[src/rtl/tx_uart_fifo.sv]
// Byte FIFO with an output sequencer feeding a transmit UART.
// Bytes written from the CPU side are queued. The sequencer keeps one byte
// on tx_data/tx_valid until the UART's completion pulse, then loads the next.
module tx_uart_fifo #(
  parameter int DEPTH_LOG2    = 4,
  parameter int LOW_WATERMARK = 4
) (
  input  logic                  clk,
  input  logic                  reset,
  input  logic                  wr_valid,
  input  logic [7:0]            wr_data,
  output logic                  wr_ready,
  input  logic                  flush,
  input  logic                  clr_overflow,
  output logic                  tx_valid,
  output logic [7:0]            tx_data,
  input  logic                  tx_ready,
  output logic [DEPTH_LOG2:0]   level,
  output logic                  empty,
  output logic                  full,
  output logic                  busy,
  output logic                  irq_low,
  output logic                  overflow
);

  localparam int DEPTH = 1 << DEPTH_LOG2;
  localparam logic [DEPTH_LOG2:0] FULL_LEVEL = (DEPTH_LOG2+1)'(DEPTH);
  localparam logic [DEPTH_LOG2:0] LOW_LEVEL  = (DEPTH_LOG2+1)'(LOW_WATERMARK);

  typedef enum logic {IDLE, SEND} state_t;

  state_t                state, state_next;
  logic [7:0]            mem [DEPTH];
  logic [DEPTH_LOG2-1:0] wptr, rptr;
  logic [DEPTH_LOG2:0]   level_q;
  logic [7:0]            data_q;
  logic                  ovf_q;
  logic                  push, pop, drop;

  // Status flags come from registers only, never from wr_valid or tx_ready.
  assign empty    = (level_q == '0);
  assign full     = (level_q == FULL_LEVEL);
  assign wr_ready = !full;
  assign tx_valid = (state == SEND);
  assign tx_data  = data_q;
  assign busy     = tx_valid | !empty;
  assign irq_low  = (level_q <= LOW_LEVEL);
  assign level    = level_q;
  assign overflow = ovf_q;

  // A full FIFO never accepts a write, even if a pop frees a slot this cycle.
  assign push = wr_valid & !full & !flush;
  assign drop = wr_valid & full & !flush;

  // Sequencer next state and pop decision.
  always_comb begin
    state_next = state;
    pop        = 1'b0;
    unique case (state)
      IDLE: begin
        if (!empty && !flush) begin
          pop        = 1'b1;
          state_next = SEND;
        end
      end
      SEND: begin
        if (tx_ready) begin
          if (!empty && !flush) begin
            pop = 1'b1;
          end else begin
            state_next = IDLE;
          end
        end
      end
      default: state_next = IDLE;
    endcase
  end

  // Sequencer state register.
  always_ff @(posedge clk) begin
    if (reset) begin
      state <= IDLE;
    end else begin
      state <= state_next;
    end
  end

  // Pointers, level, held output byte and sticky overflow flag.
  always_ff @(posedge clk) begin
    if (reset) begin
      wptr    <= '0;
      rptr    <= '0;
      level_q <= '0;
      data_q  <= '0;
      ovf_q   <= 1'b0;
    end else begin
      if (flush) begin
        // A flush empties the queue but leaves the byte already on tx_data.
        wptr    <= '0;
        rptr    <= '0;
        level_q <= '0;
      end else begin
        if (push) wptr <= wptr + 1'b1;
        if (pop)  rptr <= rptr + 1'b1;
        unique case ({push, pop})
          2'b10:   level_q <= level_q + 1'b1;
          2'b01:   level_q <= level_q - 1'b1;
          default: level_q <= level_q;
        endcase
      end
      if (pop) data_q <= mem[rptr];
      if (drop) begin
        ovf_q <= 1'b1;
      end else if (clr_overflow) begin
        ovf_q <= 1'b0;
      end
    end
  end

  // Storage array write port.
  always_ff @(posedge clk) begin
    if (push) mem[wptr] <= wr_data;
  end

endmodule

[config.mk]
export PLATFORM = sky130hd
export DESIGN_NAME = tx_uart_fifo
export DESIGN_NICKNAME = d
export VERILOG_FILES = /design/src/rtl/tx_uart_fifo.sv
export SDC_FILE = /design/constraint.sdc
export NUM_CORES = 1
export LEC_CHECK = 0
export ABC_CLOCK_PERIOD_IN_PS = 8300
export BUFFER_PORTS_ARGS = -buffer_cell sky130_fd_sc_hd__clkbuf_2
export CORE_ASPECT_RATIO = 1.4
export CORE_MARGIN = 10
export CORE_UTILIZATION = 35
export DETAILED_ROUTE_END_ITERATION = 7
export GPL_TIMING_DRIVEN = 0
export PLACE_DENSITY = 0.56
export SETUP_SLACK_MARGIN = 0.05
export SLEW_MARGIN = 20
export SYNTH_ARGS = -nofsm -noshare
export SYNTH_HDL_FRONTEND = slang
export SYNTH_SLANG_ARGS = --single-unit
[constraint.sdc]
create_clock -name clk -period 8.3 [get_ports clk]
set_input_delay 0.83 -clock clk [delete_from_list [all_inputs] [get_ports clk]]
set_output_delay 0.83 -clock clk [all_outputs]
set_load 0.005 [all_outputs]
==> impl_metrics.csv, run 1 <==
group,metric,value,unit
pwr,p_switching,0.3537,mW
timing,holdWs,0.4840,ns
drt,vias,3653,
timing,fin_crit,3.150,ns
run,cap_violations,0,
clock_tree,path_clk_slew,0.06,ns
floorplanning,rows,58,
cells_and_area,layout_common_cells,"edfxtp_1, mux2i_1, nor2_1",
drt,antenna_left,0,
pwr,p_int,1.295,mW
pwr,clock_power_share,46.4,%
synth,synth_cell_types,48,
floorplanning,die_x,133.6,um
hold_path,hold_path.class,"reg -> reg",
cells_and_area,final_common_cell,"edfxtp_1",
synth,synth.ff_latch_count,151,
placement,place_inst,691,
clock_tree,cts_resized,0,
floorplanning,die_area,23910,um2
clock_tree,cts_buffers,17,
synth,syn_area,6320,um2
drt,drt-initial-drc-count,181,
run_status,status,"completed",
setup_path,critical_path_arrival,3.50,ns
drt,detail_route.vias_per_cell,5.053,
clock_tree,htreeDepth,4,
timing,rsz0062_at_grt,"no",
placement,routabilityCongestion,0.8156,
pwr,pwr-share-comb,3.2,%
floorplanning,die_h,179.0,um
clock_tree,cts_root_buf,"clkbuf_16",
synth,synth_edf_count,128,
setup_path,worst-setup-path-type,"reg -> reg",
placement,dp.final_hpwl,10450,um
cells_and_area,area_growth,17.09,%
floorplanning,initial_core_util,35.40,%
clock_tree,cts_setup_buffers,0,
cells_and_area,nets,492,
setup_path,worstPathRequired,8.65,ns
timing,fin_crit_sh,37.95,%
floorplanning,core,17850,um2
drt,finalWirelength,14660,um
clock_tree,clk_latency,0.42,ns
pwr,p_sw_share,21.46,%
synth,synth_flop_cell,"edfxtp_1",
synth,synth_nets,440,
clock_tree,cts_tree,"yes",
drt,wl_per_cell,20.27,um
grt,grt-ovfl-total,0,
drt,drt_first_pass_iters,5,
pwr,power_density,222.8,nW/um2
floorplanning,io_pins,34,
cells_and_area,antennaDiodeCount,0,
synth,seq_area_frac_synth,68.11,%
cells_and_area,fin_cells,723,
setup_path,cp_max_fo,11,
grt,grt.total_usage,12.36,%
timing,final-hold-violation-count,0,
synth,async_flop_share,0,%
placement,io_buffers,33,
setup_path,start_kind,"flop",
synth,yosysWarnings,0,
grt,grt_max_degree,17,
timing,fmax,317.5,MHz
pwr,power_frac_seq,50.4,%
timing,finClkSkew,0.008231,ns
timing,setup_tns,0,ns
timing,worst_pin_slew,0.8970,ns
timing,slew_headroom,39.98,%
drt,drc_errors,0,
setup_path,reg2reg_slack,5.15,ns
setup_path,cp-end-kind,"flop",
synth,synth_area_per_cell,15.12,um2
cells_and_area,layout-drive-gt1-share,21.53,%
grt,grt_pass1_wl,21960,um
timing,drv_slew,0,
grt,antenna_found_initial,0,
pwr,ir_drop,0.0001346,V
grt,first_global_vias,3813,
synth,netlist_instances,418,
pwr,leakage,2.330,nW
clock_tree,holdBufCountCts,0,
clock_tree,clockBufferDepth,2,
timing,setup_violations,0,
clock_tree,numClockSinks,151,
worst paths after layout:
check | start | end | cells past startpoint
setup / recovery | level[4]$_SDFFE_PP0P_ | level[4]$_SDFFE_PP0P_ | 12
setup reg to reg | level[4]$_SDFFE_PP0P_ | level[4]$_SDFFE_PP0P_ | 12
hold reg to reg | overflow$_SDFFE_PP0P_ | overflow$_SDFFE_PP0P_ | 2
hold / removal | overflow$_SDFFE_PP0P_ | overflow$_SDFFE_PP0P_ | 2
logic make-up (layout without fill, tap and decap cells):
logic type	after synthesis	in the layout	share of synthesized area, %
flops	151	151	68.11
simple gates	87	87	6.969
xor+xnor	7	7	0.9701
buf+inv	34	99	2.989
fa+ha+maj	8	8	1.584
mux	67	67	11.01
compound gates	64	64	8.375
critical path, cell delays in order (launching register included):
cell and delay, ns:
dfxtp_1 0.32, buf_2 0.20, inv_1 0.15, a221oi_4 0.38
buf_4 0.28, ha_1 0.16, clkbuf_1 0.31, xor2_1 0.20
ha_1 0.16, a21oi_1 0.07, or3_1 0.37, a31oi_1 0.27
mux2i_1 0.20
power by group through the flow:
stage	registers [mW]	clock network, mW	logic (mW)
floorplan	0.846	0	0.0268
global placement	0.847	0	0.0508
detailed placement	0.847	0	0.0528
CTS	0.831	0.775	0.0531
global route	0.831	0.809	0.0577
finish	0.831	0.765	0.0524
per-stage QoR:
stage	setup slack (ns)	cell area [um2]	power, mW	utilization (%)
floorplan	5.283	6320	0.8732	-
global placement	4.904	6785	0.8974	38.01
detailed placement	4.833	6800	0.8997	38.09
CTS	5.149	7395	1.658	41.42
global route	4.852	7400	1.697	41.45
finish	5.150	7400	1.648	41.45
layer usage:
layer | wire, um | share of wire (%) | global-route usage, %
met5 | 0 | 0 | 0
met4 | 298 | 2.0 | 4.864
met3 | 567 | 3.9 | 3.197
met2 | 8058 | 55 | 23.41
met1 | 5733 | 39 | 12.64
sequential cells by signal, indices dropped and copies added, names as in the netlist:
name      cells
rptr          4
level         5
tx_data       8
mem         128
wptr          4
overflow      1
tx_valid      1
synth_stat cells, types with 2 or more instances:
cell	instances	share of area, %
xnor2_1	3	0.42
or3_1	4	0.40
buf_6	4	0.71
mux2i_1	65	10
nand3_1	2	0.16
o32ai_1	3	0.42
nand3b_1	4	0.48
dfxtp_1	23	7.3
nor2b_1	4	0.40
nand2b_1	6	0.59
ha_1	8	1.6
o21ai_1	6	0.48
nand2_1	12	0.71
a21oi_1	6	0.48
a311oi_2	8	1.9
buf_4	6	0.71
or2_2	2	0.20
mux4_2	2	0.71
o22ai_1	21	2.1
inv_1	8	0.48
clkbuf_1	7	0.42
o21ai_0	2	0.16
buf_2	7	0.55
o221ai_1	6	0.83
buf_1	2	0.12
or3b_1	2	0.28
nor2_1	38	2.3
xor2_1	4	0.55
nor3_1	7	0.55
edfxtp_1	128	61
final cells by class:
| class | count | area (um2) |
|---|---|---|
| Fill cell | 1680 | 10450 |
| Sequential cell | 151 | 4304 |
| Multi-Input combinational cell | 233 | 1847 |
| Clock buffer | 17 | 425.4 |
| Tap cell | 240 | 300.3 |
| Clock inverter | 15 | 168.9 |
| Timing Repair Buffer | 33 | 165.2 |
| Buffer | 26 | 158.9 |
| Inverter | 8 | 30.03 |
Power figures use the tool's default switching activity.
==> inputs of run 2 (changes only) <==
--- a/config.mk
+++ b/config.mk
@@ -5,7 +5,7 @@
 export SDC_FILE = /design/constraint.sdc
 export NUM_CORES = 1
 export LEC_CHECK = 0
-export ABC_CLOCK_PERIOD_IN_PS = 8300
+export ABC_CLOCK_PERIOD_IN_PS = 3270
 export BUFFER_PORTS_ARGS = -buffer_cell sky130_fd_sc_hd__clkbuf_2
 export CORE_ASPECT_RATIO = 1.4
 export CORE_MARGIN = 10
==> constraint.sdc (replaced) <==
create_clock -name clk -period 3.27 [get_ports clk]
set_input_delay 0.327 -clock clk [delete_from_list [all_inputs] [get_ports clk]]
set_output_delay 0.327 -clock clk [all_outputs]
set_load 0.005 [all_outputs]
==> impl_metrics.csv, run 2 (synthesis gave the netlist of run 1 again) <==
group,metric,value,unit
floorplanning,die_area,23910,um2
placement,io_buffers,33,
grt,grt.total_usage,12.36,%
timing,finClkSkew,0.006847,ns
clock_tree,holdBufCountCts,0,
clock_tree,numClockSinks,151,
grt,grt_max_degree,17,
clock_tree,clockBufferDepth,2,
timing,slew_headroom,40.41,%
drt,antenna_left,0,
timing,fin_crit_sh,90.93,%
timing,setup_tns,0,ns
cells_and_area,antennaDiodeCount,0,
setup_path,cp-end-kind,"flop",
clock_tree,path_clk_slew,0.06,ns
drt,drc_errors,0,
setup_path,crit_chain,"buf_2, inv_1, a221oi_4, buf_4, ha_2, xor2_1, ha_1, a21oi_1, or3_1, a31oi_1, mux2i_1",
timing,holdWs,0.1814,ns
setup_path,reg2reg_slack,0.30,ns
floorplanning,die_h,179.0,um
run,cap_violations,0,
placement,place_inst,691,
clock_tree,cts_tree,"yes",
grt,grt-ovfl-total,0,
setup_path,critical_path_arrival,3.32,ns
clock_tree,cts_setup_buffers,0,
floorplanning,initial_core_util,35.40,%
setup_path,slowest_stage,"a221oi_4",
setup_path,slowest_delay,0.38,ns
cells_and_area,nets,491,
setup_path,worstPathRequired,3.62,ns
timing,setup_violations,0,
clock_tree,cts_root_buf,"clkbuf_16",
setup_path,path_depth,11,
floorplanning,core,17850,um2
cells_and_area,fin_cells,722,
drt,finalWirelength,14650,um
pwr,p_sw_share,21.42,%
clock_tree,clk_latency,0.42,ns
floorplanning,die_x,133.6,um
drt,wl_per_cell,20.29,um
pwr,p_int,3.287,mW
setup_path,path_delay_family,"compound AO/OA/AOI/OAI gates",
cells_and_area,final_common_cell,"edfxtp_1",
floorplanning,rows,58,
pwr,clock_power_share,46.4,%
placement,dp.final_hpwl,10450,um
timing,fin_crit,2.973,ns
clock_tree,htreeDepth,4,
pwr,leakage,2.327,nW
grt,antenna_found_initial,0,
drt,drt_first_pass_iters,5,
setup_path,r2r_start,"level[4]$_SDFFE_PP0P_",
timing,rsz0062_at_grt,"no",
placement,routabilityCongestion,0.8156,
hold_path,hp-start,"clr_overflow",
setup_path,r2r_end,"level[4]$_SDFFE_PP0P_",
timing,final-hold-violation-count,0,
timing,worst_pin_slew,0.8905,ns
cells_and_area,area_growth,17.09,%
hold_path,min_path_cells,3,
pwr,pwr-share-comb,3.2,%
drt,drt-initial-drc-count,147,
cells_and_area,layout_common_cells,"edfxtp_1, mux2i_1, nor2_1",
pwr,ir_drop,0.0003410,V
hold_path,holdPathEnd,"overflow$_SDFFE_PP0P_",
floorplanning,io_pins,34,
setup_path,worst-path-buf-inv,3,
cells_and_area,largest_register_ffs,128,
grt,first_global_vias,3813,
cells_and_area,regMostFlops,"mem",
run_status,status,"completed",
setup_path,rr_worst_depth,11,
grt,grt_pass1_wl,21960,um
hold_path,hold_path.class,"in -> reg",
drt,detail_route.vias_per_cell,5.073,
setup_path,start_kind,"flop",
setup_path,cp_max_fo,11,
pwr,p_switching,0.8960,mW
clock_tree,cts_buffers,17,
cells_and_area,layout-drive-gt1-share,21.99,%
timing,drv_slew,0,
drt,vias,3663,
pwr,power_frac_seq,50.4,%
pwr,power_density,565.3,nW/um2
clock_tree,cts_resized,0,
setup_path,worst-setup-path-type,"reg -> reg",
timing,fmax,336.3,MHz
-- run 2: changes by cell type in the layout (fill, tap and decap cells not counted) --
cell and change:
clkbuf_1 -1, dfxtp_1 -1, dfxtp_2 +1, ha_1 -1, ha_2 +1
-- run 2: worst register-to-register path, stage by stage, from the launching register on --
cell and delay (ns):
dfxtp_1 0.32, buf_2 0.20, inv_1 0.15, a221oi_4 0.38, buf_4 0.28, ha_2 0.31
xor2_1 0.19, ha_1 0.16, a21oi_1 0.07, or3_1 0.37, a31oi_1 0.27, mux2i_1 0.21
-- run 2: power by group through the flow --
stage | logic, mW | clock network, mW | registers, mW
after floorplan | 0.0680 | 0 | 2.15
after global placement | 0.129 | 0 | 2.15
after detailed placement | 0.134 | 0 | 2.15
after CTS | 0.135 | 1.97 | 2.11
after global routing | 0.147 | 2.05 | 2.11
final | 0.134 | 1.94 | 2.11
-- run 2: worst max-delay path by stage --
stage                                     start               endpoint  slack (ns)
after global placement    level[4]$_SDFFE_PP0P_  level[4]$_SDFFE_PP0P_        0.21
after detailed placement  level[4]$_SDFFE_PP0P_  level[4]$_SDFFE_PP0P_        0.16
after global routing      level[4]$_SDFFE_PP0P_  level[4]$_SDFFE_PP0P_        0.07
final                     level[4]$_SDFFE_PP0P_  level[4]$_SDFFE_PP0P_        0.30
after CTS                 level[4]$_SDFFE_PP0P_  level[4]$_SDFFE_PP0P_        0.12
after floorplan           level[4]$_SDFFE_PP0P_  level[4]$_SDFFE_PP0P_        0.54
-- run 2: final cells by class --
class / count / area [um2]
sequential: 151 / 4305
clock buffer: 17 / 425.4
tap: 240 / 300.3
inverter: 8 / 30.03
clock inverter: 15 / 168.9
fill: 1680 / 10450
multi-input combinational: 233 / 1849
timing repair buffer: 33 / 165.2
buffer: 25 / 155.1
-- run 2: layer usage --
layer | wire length (um) | track usage [%]
met5 | 0 | 0
met4 | 337 | 4.864
met3 | 572 | 3.197
met2 | 8002 | 23.41
met1 | 5733 | 12.64
-- run 2: per-stage QoR --
step / cell area (um2) / setup WS, ns / util [%] / power [mW]
2_1_floorplan: 6320 / 0.5407 / - / 2.216
6_report: 7400 / 0.2967 / 41.45 / 4.183
5_1_grt: 7400 / 0.06577 / 41.45 / 4.308
3_5_place_dp: 6800 / 0.1572 / 38.09 / 2.284
3_3_place_gp: 6785 / 0.2112 / 38.01 / 2.278
4_1_cts: 7395 / 0.1186 / 41.42 / 4.209
==> inputs of run 3 (changes only) <==
--- a/config.mk
+++ b/config.mk
@@ -7,12 +7,14 @@
 export LEC_CHECK = 0
 export ABC_CLOCK_PERIOD_IN_PS = 3270
 export BUFFER_PORTS_ARGS = -buffer_cell sky130_fd_sc_hd__clkbuf_2
+export CELL_PAD_IN_SITES_DETAIL_PLACEMENT = 1
+export CELL_PAD_IN_SITES_GLOBAL_PLACEMENT = 2
 export CORE_ASPECT_RATIO = 1.4
 export CORE_MARGIN = 10
 export CORE_UTILIZATION = 35
 export DETAILED_ROUTE_END_ITERATION = 7
 export GPL_TIMING_DRIVEN = 0
-export PLACE_DENSITY = 0.56
+export PLACE_DENSITY = 0.7
 export SETUP_SLACK_MARGIN = 0.05
 export SLEW_MARGIN = 20
 export SYNTH_ARGS = -nofsm -noshare
==> impl_metrics.csv, run 3 (synthesis gave the netlist of run 1 again) <==
group,metric,value,unit
run_status,status,"completed",
floorplanning,rows,58,
cells_and_area,final_common_cell,"edfxtp_1",
grt,grt_pass1_wl,23570,um
cells_and_area,antennaDiodeCount,0,
cells_and_area,nets,491,
timing,rsz0062_at_grt,"no",
pwr,p_total,4.557,mW
clock_tree,cts_root_buf,"clkbuf_16",
drt,wl_per_cell,20.93,um
grt,grt.total_usage,13.38,%
cells_and_area,regMostFlops,"mem",
clock_tree,path_clk_slew,0.07,ns
drt,detail_route.vias_per_cell,5.086,
clock_tree,cts_tree,"yes",
setup_path,worst-setup-path-type,"reg -> reg",
clock_tree,clk_latency,0.43,ns
timing,finClkSkew,0.009900,ns
placement,dp_slack,0.1591,ns
floorplanning,core,17850,um2
setup_path,cp_max_fo,11,
setup_path,rr_worst_depth,11,
placement,place_area,6800,um2
clock_tree,htreeDepth,4,
setup_path,r2r_end,"level[4]$_SDFFE_PP0P_",
setup_path,slowest_delay,0.39,ns
floorplanning,die_h,179.0,um
floorplanning,die_area,23910,um2
drt,finalWirelength,15110,um
drt,antenna_left,0,
setup_path,start_kind,"flop",
cells_and_area,area_growth,18.81,%
setup_path,startpoint,"level[4]$_SDFFE_PP0P_",
setup_path,worstPathRequired,3.63,ns
timing,fmax,347.0,MHz
timing,fin_crit,2.882,ns
grt,grt-ovfl-total,0,
setup_path,cp-endpoint,"level[4]$_SDFFE_PP0P_",
drt,drc_errors,0,
hold_path,hold_path.class,"in -> reg",
setup_path,crit_chain,"buf_2, inv_1, a221oi_4, buf_6, ha_2, xor2_1, ha_1, a21oi_1, or3_1, a31oi_1, mux2i_1",
timing,slew_headroom,43.73,%
cells_and_area,layout-drive-gt1-share,21.78,%
pwr,power_density,606.9,nW/um2
drt,drt-initial-drc-count,223,
placement,io_buffers,33,
setup_path,r2r_start,"level[4]$_SDFFE_PP0P_",
clock_tree,clockBufferDepth,2,
setup_path,slowest_stage,"a221oi_4",
timing,drv_slew,0,
drt,vias,3672,
setup_path,critical_path_arrival,3.24,ns
clock_tree,numClockSinks,151,
timing,setup_tns,0,ns
floorplanning,die_x,133.6,um
cells_and_area,num-fill-cells,1867,
placement,dp.final_hpwl,10580,um
grt,first_global_vias,4105,
setup_path,cp-end-kind,"flop",
timing,setup_violations,0,
cells_and_area,fin_util,42.06,%
floorplanning,initial_core_util,35.40,%
setup_path,reg2reg_slack,0.39,ns
clock_tree,cts_setup_buffers,0,
pwr,leakage,2.376,nW
cells_and_area,stdcell_area,7508,um2
timing,worst_pin_slew,0.8363,ns
cells_and_area,largest_register_ffs,128,
cells_and_area,layout_common_cells,"edfxtp_1, mux2i_1, nor2_1",
run,cap_violations,0,
timing,setup_ws,0.3883,ns
timing,fin_crit_sh,88.13,%
drt,drt_first_pass_iters,4,
clock_tree,cts_buffers,17,
pwr,ir_drop,0.0003432,V
cells_and_area,regArea,4304,um2
timing,final-hold-violation-count,0,
cells_and_area,multiInputGateArea,1849,um2
grt,grt_max_degree,17,
floorplanning,io_pins,34,
grt,antenna_found_initial,0,
placement,routabilityCongestion,0.8235,
## run 3: cell types whose count changed in the layout (fill, tap and decap cells not counted)
cell,before,now
clkinv_1,1,0
buf_6,4,5
inv_6,5,1
bufinv_16,2,7
dfxtp_1,22,23
dfxtp_2,1,0
clkinv_4,4,3
buf_4,6,5
clkbuf_1,6,7
## run 3: worst min path at each step
stage / end / slack (ns) / cells past startpoint / start
detailed placement: overflow$_SDFFE_PP0P_ / 0.47 / 2 / overflow$_SDFFE_PP0P_
global route: overflow$_SDFFE_PP0P_ / 0.20 / 3 / clr_overflow
global placement: overflow$_SDFFE_PP0P_ / 0.47 / 2 / overflow$_SDFFE_PP0P_
floorplan: mem[0][0]$_DFFE_PP_ / 0.43 / 0 / wr_data[0]
finish: overflow$_SDFFE_PP0P_ / 0.16 / 3 / clr_overflow
CTS: overflow$_SDFFE_PP0P_ / 0.15 / 3 / clr_overflow
## run 3: layer usage
| metal | global-route usage (%) | vias up | share of wire (%) |
|---|---|---|---|
| li1 | - | 1715 | - |
| met1 | 13.45 | 1849 | 36 |
| met2 | 25.02 | 69 | 56 |
| met3 | 2.832 | 39 | 3.3 |
| met4 | 7.591 | 0 | 4.0 |
| met5 | 0 | - | 0 |
## run 3: cell type report
cell class                 count  area share, %
tap                          240          3.999
buffer                        25          2.116
inverter                       8         0.3999
clock inverter                14          3.616
clock buffer                  18          5.716
timing repair buffer          33          2.200
multi-input combinational    233          24.63
sequential                   151          57.32
## run 3: metrics by stage
stage	std cells	hold slack, ns
2_1_floorplan	418	0.4259
3_5_place_dp	691	0.4682
4_1_cts	723	0.1511
3_3_place_gp	691	0.4683
5_1_grt	722	0.2027
6_report	722	0.1623
## run 3: worst max-delay path, delay by kind of cell, from the launching register on
family,cells,cell delay (ns)
flops,1,0.33
fa+ha+maj,2,0.46
simple gates,1,0.37
compound gates,3,0.70
mux,1,0.22
xor+xnor,1,0.17
buf+inv,3,0.57
## run 3: power breakdown
part,switching (mW),internal [mW]
logic,0.0884,0.0457
clock network,0.796,1.52
registers,0.00858,2.10
total,0.893,3.66
## run 3: timing repair
action	in CTS	in global routing
hold endpoints to repair	0	0
gates resized for setup	0	2
hold buffers	0	0
setup endpoints to repair	0	2
